==> src/rtl/eq_gain_scheduler_pkg.sv <==
// Shared equalizer definitions: band geometry, unity gain, scheduler states, gain-bus packing.
// Latency: n/a (constants and pure functions only).
// Backpressure: n/a.
package eq_gain_scheduler_pkg;

    localparam int EQ_NUM_FILTERS = 8;
    localparam int EQ_GAIN_BITS   = 2;
    localparam int EQ_BAND_BITS   = $clog2(EQ_NUM_FILTERS);
    localparam int EQ_UNITY_GAIN  = 1;

    typedef enum logic [1:0] {
        ST_IDLE  = 2'd0,
        ST_ARMED = 2'd1,
        ST_RAMP  = 2'd2
    } sched_state_t;

    // Band k of the packed gain bus starts at bit k*gain_bits.
    function automatic int unsigned band_lsb(input int unsigned band, input int unsigned gain_bits);
        return band * gain_bits;
    endfunction

endpackage

==> src/rtl/eq_gain_scheduler_ramp_step.sv <==
// Per-band stepper: moves live one LSB toward target, done when the stepped value hits target.
// Latency: combinational.
// Backpressure: none.
module gain_ramp_step #(
    parameter int GAIN_BITS = 2
) (
    input  logic [GAIN_BITS-1:0] live,
    input  logic [GAIN_BITS-1:0] target,
    output logic [GAIN_BITS-1:0] next,
    output logic                 done
);

    always_comb begin
        next = live;
        if (live < target) begin
            next = live + GAIN_BITS'(1);
        end else if (live > target) begin
            next = live - GAIN_BITS'(1);
        end
    end

    assign done = (next == target);

endmodule

==> src/rtl/eq_gain_scheduler.sv <==
// Shadowed per-band gain writes, committed on frame ticks and ramped one LSB per band per frame.
// Latency: commit -> first gain change after 2 frame ticks; enable follows eq_enable at each tick.
// Backpressure: wr_ready low while ramping; commits during a ramp are held (single depth).
module eq_gain_scheduler
    import eq_gain_scheduler_pkg::*;
#(
    parameter int NUMBER_OF_FILTERS = EQ_NUM_FILTERS,
    parameter int GAIN_BITS         = EQ_GAIN_BITS,
    parameter int BAND_BITS         = EQ_BAND_BITS,
    parameter int RESET_GAIN        = EQ_UNITY_GAIN
) (
    input  logic                                   clk,
    input  logic                                   rst_n,
    input  logic                                   clk_enable,
    input  logic                                   phase_min,
    input  logic                                   wr_valid,
    output logic                                   wr_ready,
    input  logic [BAND_BITS-1:0]                   wr_band,
    input  logic [GAIN_BITS-1:0]                   wr_gain,
    input  logic                                   commit,
    input  logic                                   mute,
    input  logic                                   eq_enable,
    output logic                                   amplifier_enable,
    output logic [NUMBER_OF_FILTERS*GAIN_BITS-1:0] amplifier_gains,
    output logic                                   busy
);

    localparam logic [GAIN_BITS-1:0] RESET_G = GAIN_BITS'(RESET_GAIN);

    sched_state_t                 state_q, state_d;
    logic                         pend_q, pend_d;
    logic                         tick;
    logic                         wr_fire;
    logic [NUMBER_OF_FILTERS-1:0] step_done;
    logic [NUMBER_OF_FILTERS-1:0] band_eq;
    logic                         all_done;
    logic                         all_eq;

    assign tick     = clk_enable & phase_min;
    assign wr_ready = (state_q != ST_RAMP);
    assign wr_fire  = wr_valid & wr_ready;
    assign busy     = (state_q != ST_IDLE);
    assign all_done = &step_done;
    assign all_eq   = &band_eq;

    for (genvar k = 0; k < NUMBER_OF_FILTERS; k++) begin : g_band
        logic [GAIN_BITS-1:0] live_q;
        logic [GAIN_BITS-1:0] target_q;
        logic [GAIN_BITS-1:0] shadow_q;
        logic [GAIN_BITS-1:0] shadow_d;
        logic [GAIN_BITS-1:0] eff_tgt;
        logic [GAIN_BITS-1:0] step_next;

        // Out-of-range band indices match no k, so such writes are silently dropped.
        always_comb begin
            shadow_d = shadow_q;
            if (wr_fire && (wr_band == BAND_BITS'(k))) begin
                shadow_d = wr_gain;
            end
        end

        assign eff_tgt    = mute ? '0 : target_q;
        assign band_eq[k] = (live_q == eff_tgt);

        gain_ramp_step #(
            .GAIN_BITS (GAIN_BITS)
        ) u_step (
            .live   (live_q),
            .target (eff_tgt),
            .next   (step_next),
            .done   (step_done[k])
        );

        // Target copy uses shadow_d so a write landing on the arming tick is not lost.
        always_ff @(posedge clk or negedge rst_n) begin
            if (!rst_n) begin
                live_q   <= RESET_G;
                target_q <= RESET_G;
                shadow_q <= RESET_G;
            end else begin
                shadow_q <= shadow_d;
                if (tick && (state_q == ST_ARMED)) begin
                    target_q <= shadow_d;
                end
                if (tick && (state_q == ST_RAMP)) begin
                    live_q <= step_next;
                end
            end
        end

        assign amplifier_gains[band_lsb(k, GAIN_BITS) +: GAIN_BITS] = live_q;
    end

    always_comb begin
        state_d = state_q;
        pend_d  = pend_q;
        unique case (state_q)
            ST_IDLE: begin
                if (commit) begin
                    state_d = ST_ARMED;
                end else if (tick && !all_eq) begin
                    state_d = ST_RAMP;
                end
            end
            ST_ARMED: begin
                if (tick) begin
                    state_d = ST_RAMP;
                end
            end
            ST_RAMP: begin
                if (commit) begin
                    pend_d = 1'b1;
                end
                if (tick && all_done) begin
                    if (pend_q || commit) begin
                        state_d = ST_ARMED;
                        pend_d  = 1'b0;
                    end else begin
                        state_d = ST_IDLE;
                    end
                end
            end
            default: begin
                state_d = ST_IDLE;
                pend_d  = 1'b0;
            end
        endcase
    end

    always_ff @(posedge clk or negedge rst_n) begin
        if (!rst_n) begin
            state_q          <= ST_IDLE;
            pend_q           <= 1'b0;
            amplifier_enable <= 1'b0;
        end else begin
            state_q <= state_d;
            pend_q  <= pend_d;
            if (tick) begin
                amplifier_enable <= eq_enable;
            end
        end
    end

endmodule

==> config.mk <==
export PLATFORM = sky130hd
export DESIGN_NAME = eq_gain_scheduler
export DESIGN_NICKNAME = d
export VERILOG_FILES = /design/src/rtl/eq_gain_scheduler_pkg.sv /design/src/rtl/eq_gain_scheduler_ramp_step.sv /design/src/rtl/eq_gain_scheduler.sv
export SDC_FILE = /design/constraint.sdc
export NUM_CORES = 1
export LEC_CHECK = 0
export ABC_AREA = 1
export BUFFER_PORTS_ARGS = -buffer_cell sky130_fd_sc_hd__buf_2
export CAP_MARGIN = 30
export CORE_ASPECT_RATIO = 0.5
export CORE_MARGIN = 2
export CORE_UTILIZATION = 35
export DETAILED_ROUTE_END_ITERATION = 10
export GPL_ROUTABILITY_DRIVEN = 0
export PLACE_DENSITY = 0.63
export SLEW_MARGIN = 20
export SYNTH_ARGS = -nofsm -noshare
export SYNTH_HDL_FRONTEND = slang
export SYNTH_SLANG_ARGS = --single-unit
==> constraint.sdc <==
create_clock -name clk -period 3.13 [get_ports clk]
set_input_delay 0.313 -clock clk [delete_from_list [all_inputs] [get_ports clk]]
set_output_delay 0.313 -clock clk [all_outputs]
set_load 0.02 [all_outputs]
==> out/summary.txt <==
status: finished, final reports clean
clock latency on the worst-skew pair: 290 ps
main area contributors after synthesis: sky130_fd_sc_hd__dfrtp_1 (21%), sky130_fd_sc_hd__dfstp_2 (19%), sky130_fd_sc_hd__nand2_1 (18%), sky130_fd_sc_hd__inv_1 (7.6%), sky130_fd_sc_hd__ha_1 (6.0%)
TritonCTS Buffers: 5
final setup violation count: 0
XOR/XNOR Fraction of Synth Area: 0%
start point of the worst hold path: eq_enable
sum of negative setup slack: 0 ps
endpoint type of the worst setup path: register
Cell Chain, Critical Path: inv_1, nor2_1, ha_1, nand2_1, inv_1, o21ai_0, nand3_1, nand3_1, nand2_1, nor2_1, nand2_1, nor2_1, nand2_1, nand2_1, a21oi_1
maxcap violations: 0
CP endpoint: state_q[1]$_DFFE_PN0P_
post-synthesis register bit count: 52
Static Leak: 1.961 nW
combinational family with the most area after synthesis: simple AND/OR/NAND/NOR gates
YS warnings: 0
IO Pins: 32
global-route wire length before repair: 12,390 um
wire per inst: 11.35 um
total routing resource utilization after global routing: 14.96%
sequential fraction of the synthesis area: 39.76%
Register-to-Register Setup Slack: 860 ps
pin slew with the least headroom to its limit: 533.8 ps
clock sinks: 52
maximum number of pins on one net before global-route repair: 41
Slew Limit Headroom: 64.42%
via count of the first global-routing pass: 2,644
CP Launch Point: g_band[6].target_q[0]$_DFFE_PN1P_
cell chosen for the clock root: sky130_fd_sc_hd__clkbuf_16
final wirelength: 7012 um
die area: 10,410 um^2
TritonRoute pass-1 iters: 4
Resize count post-CTS: 0
relative area change from synthesis to final layout: 13.86%
synthesized netlist net count: 490
Fmax: 440.5 MHz
kind of critical path: register to register
Die Y: 73.16 um
count of buffer and inverter cells on the critical path: 2
filler cell count: 996
core outline area: 9384 um^2
Worst EP required: 3300 ps
Cell Pwr Density: 1121 nW/um^2
IR Drop Worst-Case VDD: 0.2943 mV
number of DRC violations after detailed routing: 0
Row Count: 25
adder and majority gate portion of the synthesized area: 5.979%
type of the worst min-delay path: primary input to register
cell accounting for the most synthesized area: sky130_fd_sc_hd__dfrtp_1
number of standard cells after synthesis: 461
category of cells accounting for the largest share of critical-path delay: simple AND/OR/NAND/NOR gates
via-per-instance ratio: 4.561
H-tree depth reported by CTS: 2
DP Area: 3620 um^2
end of the worst register-to-register path: state_q[1]$_DFFE_PN0P_
most frequent CP cell: sky130_fd_sc_hd__nand2_1
cell at the slowest stage of the critical path: sky130_fd_sc_hd__dfstp_2
vias post-DR: 2,819
number of cells on the critical path: 15
share of the cycle needed by the critical path after routing: 72.53%
placed instance count: 608
final critical path time including I/O delays and setup: 2270 ps
synthesized-area fraction occupied by ao, oa, aoi and oai cells: 7.436%
net count reported at finish: 525
synthesized-area fraction occupied by and/or/nand/nor cells: 35.24%
setup bufs post-CTS: 0
post-synthesis cell type count: 26
arrival time of the worst setup path: 2440 ps
hold violation total from the final report: 0
mean instance size in the synthesized netlist: 7.263 um^2
starting utilization of the core area: 35.68%
number of DRC markers in iteration 0: 128
share of cells above drive strength 1: 18.11%
Final Cell Area: 3812 um^2
CTS max path bufs: 2
Setup crit start kind: register
Crit path largest cell delay: 520 ps
unrepaired setup endpoints after global routing: no
clock tree from TritonCTS: done
global-route congestion overflow total: 0
half-perimeter wire length after placement: 5534 um
clock-pin slew on the worst setup and hold paths: 70 ps
number of antenna cells inserted: 0
number of input and output port buffers inserted: 31
worst-path fanout max: 4
path depth of the worst reg2reg path: 15
combined area of all synthesized cells: 3348 um^2
RR Startpoint: g_band[6].target_q[0]$_DFFE_PN1P_
Synth top area share: 20.93%
Max Slew Vio Count: 0
final clock skew: 5.301 ps
Final ANT Viol Nets: 0
number of antenna violations at the first check in global routing: 0
die outline width: 142.3 um
multiplexer fraction of the synthesized cell area: 2.018%
post-route insts no fill: 618
-- cell families (layout without fill, tap and decap cells) --
| family | count (synthesis) | in the layout |
|---|---|---|
| and+or+nand+nor | 259 | 259 |
| DFF | 52 | 52 |
| muxes | 6 | 6 |
| adders and majority gates | 16 | 16 |
| buffers and inverters | 79 | 115 |
| AOI/OAI and AO/OA | 49 | 49 |
-- tightest hold or removal path, cell delays in order --
cell                      delay, ps
sky130_fd_sc_hd__buf_2           70
sky130_fd_sc_hd__nand2_1         50
sky130_fd_sc_hd__nand2_1         50
-- Yosys cell counts --
cell                       instances
sky130_fd_sc_hd__a21oi_1          13
sky130_fd_sc_hd__buf_12            1
sky130_fd_sc_hd__buf_6             1
sky130_fd_sc_hd__clkbuf_1          5
sky130_fd_sc_hd__dfrtp_1          28
sky130_fd_sc_hd__dfstp_2          24
sky130_fd_sc_hd__ha_1             16
sky130_fd_sc_hd__inv_1            68
sky130_fd_sc_hd__inv_2             4
sky130_fd_sc_hd__mux2_2            6
sky130_fd_sc_hd__nand2_1         162
sky130_fd_sc_hd__nand2_2           1
sky130_fd_sc_hd__nand3_1          34
sky130_fd_sc_hd__nand3b_1         11
sky130_fd_sc_hd__nand4_1           6
sky130_fd_sc_hd__nor2_1           30
sky130_fd_sc_hd__nor2_2            3
sky130_fd_sc_hd__nor2_4            6
sky130_fd_sc_hd__nor2_8            1
sky130_fd_sc_hd__nor3_1            1
sky130_fd_sc_hd__nor3_4            2
sky130_fd_sc_hd__nor4_2            1
sky130_fd_sc_hd__o21ai_0          34
sky130_fd_sc_hd__o21bai_1          1
sky130_fd_sc_hd__o22ai_1           1
sky130_fd_sc_hd__or2_2             1
-- metrics by stage --
stage	util [%]	setup WS, ps	hold WS [ps]	power, mW
3_3_place_gp	38.57	722.2	230.0	3.615
3_5_place_dp	38.57	685.9	233.1	3.659
6_report	40.63	859.9	221.0	4.275
4_1_cts	40.47	884.9	214.7	4.312
5_1_grt	40.63	599.4	228.0	4.795
2_1_floorplan	-	1079	17.41	3.097
-- layout by cell type (no fill, tap or decap), types with 11 or more instances in the layout --
master | netlist | final
sky130_fd_sc_hd__nand3_1 | 34 | 34
sky130_fd_sc_hd__a21oi_1 | 13 | 13
sky130_fd_sc_hd__nand3b_1 | 11 | 11
sky130_fd_sc_hd__o21ai_0 | 34 | 34
sky130_fd_sc_hd__dfrtp_1 | 28 | 28
sky130_fd_sc_hd__dfstp_2 | 24 | 24
sky130_fd_sc_hd__inv_1 | 68 | 68
sky130_fd_sc_hd__nand2_1 | 162 | 162
sky130_fd_sc_hd__buf_2 | 0 | 31
sky130_fd_sc_hd__ha_1 | 16 | 16
sky130_fd_sc_hd__nor2_1 | 30 | 30
-- worst min path at each step --
stage          slack, ps  cells past startpoint                              end
5_1_grt              230                      3     amplifier_enable$_DFFE_PN0P_
3_3_place_gp         230                      1  g_band[4].live_q[1]$_DFFE_PN0P_
3_5_place_dp         230                      1  g_band[4].live_q[1]$_DFFE_PN0P_
6_report             220                      3     amplifier_enable$_DFFE_PN0P_
2_1_floorplan         20                      0     amplifier_enable$_DFFE_PN0P_
4_1_cts              210                      3     amplifier_enable$_DFFE_PN0P_
-- metal layers --
layer	vias to the layer above	global-route usage, %	share of wire, %
met2	28	22.60	42
met4	0	3.850	0.51
met5	-	0	0
li1	1521	-	-
met1	1266	21.99	55
met3	4	3.018	3.1
-- what timing repair did --
action,in CTS,in global routing
setup endpoints to repair,0,0
hold buffers,1,0
endpoints found under the hold margin,5,0
-- final cells by class --
| cell class | count | area, um^2 | share of cell area [%] |
|---|---|---|---|
| inverter | 72 | 270.3 | 7.089 |
| sequential | 52 | 1331 | 34.92 |
| clock buffer | 6 | 128.9 | 3.380 |
| multi-input combinational | 330 | 1697 | 44.50 |
| timing repair buffer | 35 | 195.2 | 5.120 |
| tap | 121 | 151.4 | 3.971 |
| clock inverter | 2 | 38.79 | 1.017 |
-- flip-flops by register name, indices dropped and copies added (netlist names) --
register	count
g_band.live_q	16
g_band.shadow_q	16
g_band.target_q	16
state_q	2
amplifier_enable	1
pend_q	1
-- where the power goes --
part           switching (mW)  internal (mW)  leakage (nW)  total [mW]
Clock                   0.251          0.381        0.0815       0.632
Combinational            1.56          0.829          1.29        2.38
Sequential              0.169           1.09         0.590        1.26
Power figures use the tool's default switching activity.
